===== src/rtl/sam_clk_div.sv =====
// Runtime-programmable sample-clock divider with rise/fall strobes and phase sync.
// Optional symbol strobe is built only when SAM_CLK_DIV_SYM_EN is defined.
module sam_clk_div #(
  parameter int CNT_W       = 16,
  parameter int DIV_DEFAULT = 50,
  parameter int SYM_DIV     = 4
) (
  input  logic             clk,
  input  logic             rst_n,
  input  logic             div_load_i,
  input  logic [CNT_W-1:0] div_ratio_i,
  input  logic             sync_i,
  output logic             clk_o,
  output logic             rise_o,
  output logic             fall_o,
  output logic             sym_en_o
);

  typedef enum logic {
    ST_LOW  = 1'b0,
    ST_HIGH = 1'b1
  } state_t;

  localparam int              DEF_CLAMP = (DIV_DEFAULT < 2) ? 2 : DIV_DEFAULT;
  localparam logic [CNT_W-1:0] DEF_EFF  = CNT_W'(DEF_CLAMP);

  state_t           state_q, state_d;
  logic [CNT_W-1:0] cnt_q, cnt_d;
  logic [CNT_W-1:0] shadow_q, shadow_d;
  logic [CNT_W-1:0] active_q, active_d;
  logic             rise_q, rise_d;
  logic             fall_q, fall_d;
  logic [CNT_W-1:0] ratio_eff;
  logic [CNT_W-1:0] low_len, high_len;

  always_comb begin
    ratio_eff = (div_ratio_i < CNT_W'(2)) ? CNT_W'(2) : div_ratio_i;
    // Odd ratios put the extra cycle in the low phase.
    high_len  = active_q >> 1;
    low_len   = active_q - high_len;
  end

  always_comb begin
    state_d  = state_q;
    cnt_d    = cnt_q + CNT_W'(1);
    shadow_d = div_load_i ? ratio_eff : shadow_q;
    active_d = active_q;
    rise_d   = 1'b0;
    fall_d   = 1'b0;
    if (sync_i) begin
      state_d  = ST_LOW;
      cnt_d    = '0;
      active_d = shadow_d;
    end else begin
      case (state_q)
        ST_LOW: begin
          if (cnt_q == low_len - CNT_W'(1)) begin
            state_d = ST_HIGH;
            cnt_d   = '0;
            rise_d  = 1'b1;
          end
        end
        ST_HIGH: begin
          // Period boundary: a load on this same edge takes effect at once.
          if (cnt_q == high_len - CNT_W'(1)) begin
            state_d  = ST_LOW;
            cnt_d    = '0;
            fall_d   = 1'b1;
            active_d = shadow_d;
          end
        end
        default: begin
          state_d = ST_LOW;
          cnt_d   = '0;
        end
      endcase
    end
  end

  always_ff @(posedge clk or negedge rst_n) begin
    if (!rst_n) begin
      state_q  <= ST_LOW;
      cnt_q    <= '0;
      shadow_q <= DEF_EFF;
      active_q <= DEF_EFF;
      rise_q   <= 1'b0;
      fall_q   <= 1'b0;
    end else begin
      state_q  <= state_d;
      cnt_q    <= cnt_d;
      shadow_q <= shadow_d;
      active_q <= active_d;
      rise_q   <= rise_d;
      fall_q   <= fall_d;
    end
  end

  assign clk_o  = (state_q == ST_HIGH);
  assign rise_o = rise_q;
  assign fall_o = fall_q;

`ifdef SAM_CLK_DIV_SYM_EN
  localparam int SYM_W = (SYM_DIV > 1) ? $clog2(SYM_DIV) : 1;

  logic [SYM_W-1:0] sym_cnt_q, sym_cnt_d;
  logic             sym_en_q, sym_en_d;

  always_comb begin
    sym_cnt_d = sym_cnt_q;
    sym_en_d  = 1'b0;
    if (sync_i) begin
      sym_cnt_d = '0;
    end else if (rise_d) begin
      if (sym_cnt_q == SYM_W'(SYM_DIV - 1)) begin
        sym_cnt_d = '0;
        sym_en_d  = 1'b1;
      end else begin
        sym_cnt_d = sym_cnt_q + SYM_W'(1);
      end
    end
  end

  always_ff @(posedge clk or negedge rst_n) begin
    if (!rst_n) begin
      sym_cnt_q <= '0;
      sym_en_q  <= 1'b0;
    end else begin
      sym_cnt_q <= sym_cnt_d;
      sym_en_q  <= sym_en_d;
    end
  end

  assign sym_en_o = sym_en_q;
`else
  assign sym_en_o = 1'b0;
`endif

endmodule


===== config.mk =====
export PLATFORM = sky130hd
export DESIGN_NAME = sam_clk_div
export DESIGN_NICKNAME = d
export VERILOG_FILES = /design/src/rtl/sam_clk_div.sv
export SDC_FILE = /design/constraint.sdc
export NUM_CORES = 1
export LEC_CHECK = 0
export CAP_MARGIN = 0
export CORE_MARGIN = 3
export CORE_UTILIZATION = 33
export CTS_BUF_LIST = sky130_fd_sc_hd__clkbuf_8
export DETAILED_ROUTE_END_ITERATION = 10
export PLACE_DENSITY_LB_ADDON = 0.15
export SKIP_CTS_REPAIR_TIMING = 1
export SLEW_MARGIN = 5
export SYNTH_ARGS = -nofsm -noshare
export SYNTH_HDL_FRONTEND = slang
export SYNTH_SLANG_ARGS = --single-unit

===== constraint.sdc =====
create_clock -name clk -period 3.3 [get_ports clk]
set_clock_uncertainty 0.15 [all_clocks]
set_input_delay 0.33 -clock clk [delete_from_list [all_inputs] [get_ports clk]]
set_output_delay 0.33 -clock clk [all_outputs]
set_load 0.01 [all_outputs]

# ---- Yosys cells after proc, flatten, opt, wreduce, memory -nomap -nowiden
# Cells that the tools add are included.
dict set report word_totals {
  elab_cells 35
  input_bits 20
  regBits 51
  output_inout_bits 4
}
dict set report classes {
  magnitude_cmp 1
  eq_ne 2
  mux 18
  n_reduce_logical 3
  n_bitwise 1
  add_sub_neg 4
}
# cell n
set ops {}
lappend ops {{two-way mux 16 bit} 8}
lappend ops {{== test 16 bit} 2}
lappend ops {{one-hot mux 16 bit (2 select lines)} 1}
lappend ops {{adder 16 x 1 -> 16 bit, second input constant} 1}
lappend ops {{less-than comparator 16 x 2 -> 1 bit, second input constant} 1}
lappend ops {{subtractor 15 x 1 -> 16 bit, second input constant} 1}
lappend ops {{subtractor 16 x 1 -> 16 bit, second input constant} 1}
lappend ops {{subtractor 16 x 15 -> 16 bit} 1}
lappend ops {{two-way mux 1 bit} 8}
lappend ops {{nonzero test 2 bit} 2}
lappend ops {{one-hot mux 1 bit (2 select lines)} 1}
lappend ops {{AND reduction 2 bit} 1}
lappend ops {{inverter 1 bit} 1}

# ---- Logic depth before layout (Yosys ltp)
# Gate-level depths: netlist of run 1.
dict set report depth {
  depth_word 6
  mapped_depth 12
}

# ---- Worst setup path before layout of run 1
# Ideal clock, no wire load.
dict set report synth_timing {
  path_type {reg-to-reg}
  from {reg active_q[1]}
  to {reg cnt_q[0]}
  path_stages_with_launch 13
  synth_period_minus_slack_ps 3520
  path_buffers 1
  setup_ps 125
  path_slack_ps -220
  arrival_time_ps 3245
  path_cell_list {dfstp_2 > inv_1 > ha_1 > fa_1 > xnor2_1 > xnor2_1 > nand3_1 > or4_4 > a2111oi_4 > nand4b_1 > o41ai_4 > buf_6 > nor2_1}
}
dict set report synth_between {
  elab_chain_len 6
  word_cells_on_any_way 9
}
# element line
set synth_lines {}
lappend synth_lines {{from (decl)} 30} ;# logic [CNT_W-1:0] active_q, active_d;
lappend synth_lines {{from (signal assigned)} 92} ;# active_q <= active_d;
lappend synth_lines {{subtractor 16 x 15 -> 16 bit} 40} ;# low_len = active_q - high_len;
lappend synth_lines {{subtractor 16 x 1 -> 16 bit} 57} ;# if (cnt_q == low_len - CNT_W'(1)) begin
lappend synth_lines {{== test 16 bit} 57}
lappend synth_lines {{two-way mux 16 bit} 57}
lappend synth_lines {{one-hot mux 16 bit (2 select lines) *} 55} ;# case (state_q)
lappend synth_lines {{two-way mux 16 bit *} 50} ;# if (sync_i) begin
lappend synth_lines {{net cnt_d[0]} 28} ;# logic [CNT_W-1:0] cnt_q, cnt_d;
lappend synth_lines {{to (signal assigned)} 90} ;# cnt_q <= cnt_d;
lappend synth_lines {{to (decl)} 28}
# The timed path passes the listed nets; every way through them passes the cells marked *.
# A chain may end at the register's enable or synchronous reset.

# ---- Worst setup path after layout of run 1
dict set report layout_timing {
  from {reg active_q[1]}
  to {reg cnt_q[10]}
}
# The elaborated chain is that of the path after synthesis.

==> flow_summary.yaml, run 1 <==
cts:
  cts_tree: "built"
  cts_num_sinks: 51
  clockBufferDepth: 2
  cts.clk_slew.worst_paths_ns: 0.09
  htree_num_levels: 2
  numCtsBuffers: 5
  cts-root-buf: "clkbuf_8"
  clock_latency_ns: 0.31
detailed_routing:
  drtIter0Drc: 152
  ant_nets: 0
  wl_per_cell_um: 16.1
  drc: 0
  avgViaCountPerCell: 4.96
  wl_um: 11100
  drt_pass1_iterations: 4
  vias: 3420
setup_path:
  reg2regPathDepth: 13
  critPathSlowestCell: "dfstp_2"
  path_class: "flip-flop to flip-flop"
  endpoint_kind: "flip-flop"
  startpoint_type: "flip-flop"
  r2r_slack_ns: -0.008
  cp.required_ns: 3.35
  worst_path_largest_cell_delay_ns: 0.54
  cp.arrival_ns: 3.36
  path_max_fanout: 8
  cp_cell_sequence: "inv_2 -> ha_4 -> fa_2 -> xnor2_2 -> xnor2_1 -> nand3_1 -> or4_4 -> a2111oi_4 -> nand4b_1 -> o41ai_4 -> buf_4 -> clkbuf_16 -> nor2_1"
cells_and_area:
  drive_gt1_share_pct: 20.5
  syn_to_final_growth_pct: 24.1
  postLayoutCoreUtil_pct: 42.4
  diodes: 0
  final_nets: 585
logic_synthesis:
  synth_area_leaders: "dfrtp_1 27%, ha_1 13%, xnor2_1 7.4%"
  synth_edf_count: 0
  synth.area.mux_share_pct: 4.85
  syn_area_mm2: 0.00415
  synthCells: 461
  synth_fa_ha_area_share_pct: 13.4
  async_flop_share_pct: 100
  ys.flop_type: "dfrtp_1"
  synth_top_area_share_pct: 27.1
  synth_xor_area_share_pct: 12.2
  synth_top_family_by_area: "simple AND/OR/NAND/NOR gates"
  yosysUniqueCellTypes: 61
  yosysTopAreaCell: "dfrtp_1"
  syn_area_per_cell_um2: 9.01
  synth-seq-area-share_pct: 30.9
  ys_warn_count: 0
  synth_compound_area_share_pct: 14.6
  synth_simple_gate_area_share_pct: 18.3
  synth_seq_cells: 51
  syn_nets: 525
sta:
  min_period_ns: 3.31
  setup_viol: 9
  rsz0062_at_grt: "true"
  maxSlewHeadroom_pct: 45.7
  post-route-period-util_pct: 100
  finalHoldViolCount: 0
  worst_pin_slew_ns: 0.815
  worst_slack_ns: -0.00810
  timing.fmax_mhz: 302
  final.setup.tns_ns: -0.0549
  slew_violations: 0
power:
  ir_worst_vdd_mv: 0.281
  total_power_mw: 2.00
  p_leak_nw: 2.20
  powerDensity_mw_per_mm2: 389
floorplan:
  start_util_pct: 34.1
  core_area_mm2: 0.0122
  die-area_mm2: 0.0140
  rows: 40
  die_w_um: 118
  pin_count: 24
  chipHeight_um: 118
outcome:
  violations: "setup timing"
  status: "finished, violations left"
min_path:
  min_path_type: "flip-flop to flip-flop"
  min_path_cells: 1
global_route:
  grt_start_max_net_pins: 35
  grt_usage_pct: 15.4
  grt_pass1_wl_um: 17400
  antenna_found_initial: 0
  grt_pass1_vias: 3429
  grt_remaining_overflow: 0
placement:
  portBuffers: 22
  dpl.hpwl_um: 8620
  gp_congestion: 0.887
job:
  cap_violations: 0
==> metal layers <==
| metal | wire, µm | share of wire (%) | GRT usage, % | up-vias |
|---|---|---|---|---|
| met5 | 0 | 0 | 0 | - |
| met4 | 147 | 1.3 | 4.03 | 0 |
| met3 | 258 | 2.3 | 1.77 | 9 |
| met2 | 5100 | 46 | 24.6 | 53 |
| met1 | 5620 | 51 | 22.2 | 1650 |
| li1 | - | - | - | 1708 |
==> cells by family after synthesis <==
logic type / Yosys count
adders and majority gates: 44
and+or+nand+nor: 146
xor gates and xnor gates: 58
AOI/OAI and AO/OA: 85
muxes: 18
buffers and inverters: 58
other: 1
DFF: 51
==> path summary, 6_finish.rpt <==
kind | from | endpoint
worst max-delay path | active_q[1] | cnt_q[10]
worst min-delay path | shadow_q[7] | shadow_q[7]
worst max register to register | active_q[1] | cnt_q[10]
worst min register to register | shadow_q[7] | shadow_q[7]
max in group asynchronous | rst_n | shadow_q[5]
min in group asynchronous | rst_n | fall_o
==> flip-flops by register name (all words and copies together) (netlist names) <==
register,flops
active_q,16
clk_o,1
cnt_q,16
shadow_q,16
fall_o,1
rise_o,1
==> through the flow <==
stage               hold slack, ns  std cells  setup slack [ns]  cell area (µm²)
finish                       0.357        690          -0.00810             5150
CTS                        -0.0389        682            -0.120             4930
floorplan                   -0.116        461           0.00106             4180
global placement             0.289        674            -0.145             4850
detailed placement           0.306        674            -0.100             4850
global route                 0.375        690            -0.163             5150
==> final cells by class <==
| type | instances | area (µm²) |
|---|---|---|
| Tap cell | 168 | 210 |
| Inverter | 42 | 158 |
| Sequential cell | 51 | 1280 |
| Fill cell | 1205 | 7010 |
| Clock inverter | 3 | 11.3 |
| Multi-Input combinational cell | 352 | 2770 |
| Timing Repair Buffer | 69 | 648 |
| Clock buffer | 5 | 68.8 |
==> power by group <==
group / switching, mW / leakage [nW] / internal, mW
registers: 0.0350 / 0.625 / 0.676
clock network: 0.203 / 0.0519 / 0.142
logic: 0.508 / 1.52 / 0.438
==> cells in the final DEF (no fill, tap or decap), types with 5 or more instances in the layout <==
| cell type | synthesis | routed |
|---|---|---|
| dfrtp_1 | 45 | 45 |
| inv_1 | 42 | 43 |
| nor2_1 | 48 | 42 |
| buf_4 | 1 | 41 |
| ha_1 | 43 | 40 |
| xnor2_1 | 35 | 34 |
| a21oi_1 | 26 | 26 |
| xor2_1 | 23 | 23 |
| clkdlybuf4s50_1 | 0 | 21 |
| nand2_1 | 19 | 19 |
| mux2_2 | 17 | 17 |
| nand3_1 | 16 | 16 |
| o21ai_0 | 16 | 15 |
| nor3_1 | 11 | 10 |
| nand4_1 | 9 | 9 |
| nand2b_1 | 7 | 7 |
| nor2b_1 | 8 | 6 |
| a31oi_1 | 6 | 6 |
| dfstp_2 | 6 | 6 |
| clkbuf_8 | 0 | 5 |
==> critical path, delay by kind of cell, from the launching register on <==
kind / cells / cell delay [ns]
simple gates: 4 / 0.83
flops: 1 / 0.54
fa+ha+maj: 2 / 0.51
compound gates: 2 / 0.48
buf+inv: 3 / 0.40
xor+xnor: 2 / 0.27
==> synth_stat cells (7+ instances only) <==
cell	count
nor3_1	11
clkbuf_1	11
nand2b_1	7
nor2b_1	8
nor2_1	48
mux2_2	17
dfrtp_1	45
o21ai_0	16
nand2_1	19
a21oi_1	26
nand4_1	9
ha_1	43
xor2_1	23
nand3_1	16
inv_1	42
xnor2_1	35
(Power assumes the default switching activity.)
==> run 2, diff against run 1 <==
--- a/config.mk
+++ b/config.mk
@@ -10,6 +10,7 @@
 export CORE_UTILIZATION = 33
 export CTS_BUF_LIST = sky130_fd_sc_hd__clkbuf_8
 export DETAILED_ROUTE_END_ITERATION = 10
+export DONT_BUFFER_PORTS = 1
 export PLACE_DENSITY_LB_ADDON = 0.15
 export SKIP_CTS_REPAIR_TIMING = 1
 export SLEW_MARGIN = 5
==> flow_summary.yaml, run 2 (same netlist as run 1, synthesis figures left out) <==
cells_and_area:
  final_common_cell: "nor2_1"
  final_nets: 556
  postLayoutCoreUtil_pct: 39.9
  reg_top3: "active_q x16, cnt_q x16, shadow_q x16"
  syn_to_final_growth_pct: 17.0
  drive_gt1_share_pct: 18.3
  mostFrequentLayoutCells: "47 x nor2_1, 45 x dfrtp_1, 41 x inv_1, 41 x ha_1"
  final-instance-count-excl-fill: 661
  diodes: 0
floorplan:
  start_util_pct: 34.1
  core_area_mm2: 0.0122
  pin_count: 24
  rows: 40
  die_w_um: 118
  chipHeight_um: 118
  die-area_mm2: 0.0140
setup_path:
  startpoint_type: "flip-flop"
  path_max_fanout: 16
  cp.arrival_ns: 3.32
  path_class: "flip-flop to flip-flop"
  cp.required_ns: 3.33
  endpoint_kind: "flip-flop"
power:
  ir_worst_vdd_mv: 0.247
  p_leak_nw: 2.08
  powerDensity_mw_per_mm2: 423
job:
  cap_violations: 0
sta:
  post-route-period-util_pct: 99.5
  finalHoldViolCount: 0
  maxSlewHeadroom_pct: 60.2
  timing.fmax_mhz: 305
  min_period_ns: 3.28
  setup_viol: 0
  rsz0062_at_grt: "true"
  final.setup.tns_ns: 0
  worst_slack_ns: 0.0164
  fin_hold_ws_ns: 0.0408
  worst_pin_slew_ns: 0.590
  slew_violations: 0
outcome:
  status: "finished clean"
detailed_routing:
  top_layer_used: "met4"
  ant_nets: 0
  drt_pass1_iterations: 4
  wl_met3_um: 306
  wl_per_cell_um: 16.7
  drc: 0
  avgViaCountPerCell: 4.98
  met1_length_um: 5440
  wl_um: 11100
  vias: 3289
  wl_met2_um: 5160
  drtIter0Drc: 134
cts:
  cts_tree: "built"
  cts-root-buf: "clkbuf_8"
  cts.clk_slew.worst_paths_ns: 0.09
  numCtsBuffers: 5
  clock_latency_ns: 0.30
  htree_num_levels: 2
  clockBufferDepth: 2
  cts_num_sinks: 51
global_route:
  grt_pass1_vias: 3416
  grt_pass1_wl_um: 18100
  grt_start_max_net_pins: 52
  antenna_found_initial: 0
  grt_usage_pct: 16.1
  grt_remaining_overflow: 0
placement:
  dpl.hpwl_um: 8740
  portBuffers: 0
  place_ws_ns: -0.102
  gp_congestion: 0.889
  dp_cells: 647
min_path:
  min_path_type: "input pin to flip-flop"
-- run 2: cell count changes in the layout (fill, tap and decap cells not counted), moves of 3 or more --
cell and change:
clkdlybuf4s50_1 -21, nor2_1 +5, buf_4 -7, nor2_2 -3
-- run 2: worst paths after layout --
check / cells after the start / startpoint / endpoint / slack [ns]
max reg2reg: 12 / active_q[1] / cnt_q[0] / 0.02
min reg2reg: 1 / shadow_q[13] / shadow_q[13] / 0.35
max in group asynchronous: 2 / rst_n / shadow_q[5] / 2.31
min in group asynchronous: 2 / rst_n / fall_o / 0.39
max: 12 / active_q[1] / cnt_q[0] / 0.02
min: 1 / div_ratio_i[12] / shadow_q[12] / 0.04
-- run 2: final cells by class --
cell class | instances | area, µm²
well taps | 168 | 210
clock buffers | 6 | 82.6
multi-input cells | 352 | 2720
inverters | 42 | 158
repair buffers | 40 | 368
clock inverters | 2 | 35.0
fillers | 1239 | 7300
flip-flops and latches | 51 | 1280
-- run 2: routing by layer --
layer  vias up  global-route usage [%]
li1       1650                       -
met1      1593                    22.7
met2        35                    26.1
met3        11                    2.06
met4         0                    3.81
met5         -                       0
-- run 2: through the flow --
stage	cell area (µm²)	power, mW
global placement	4590	1.55
detailed placement	4590	1.56
finish	4860	2.06
global route	4860	2.21
CTS	4710	2.02
floorplan	4180	1.32
-- run 2: report_power, final --
| part | internal (mW) | switching [mW] |
|---|---|---|
| clock network | 0.245 | 0.202 |
| registers | 0.676 | 0.0362 |
| logic | 0.405 | 0.492 |
-- run 2: critical path, stage by stage (launching register included) --
cell and delay (ns):
dfstp_2 0.55, inv_2 0.05, ha_4 0.15, fa_2 0.37, xnor2_2 0.15, xnor2_1 0.16
nand3_1 0.10, or4_4 0.49, a2111oi_4 0.25, nand4b_1 0.20, o41ai_4 0.29, buf_12 0.19
nor2_1 0.05
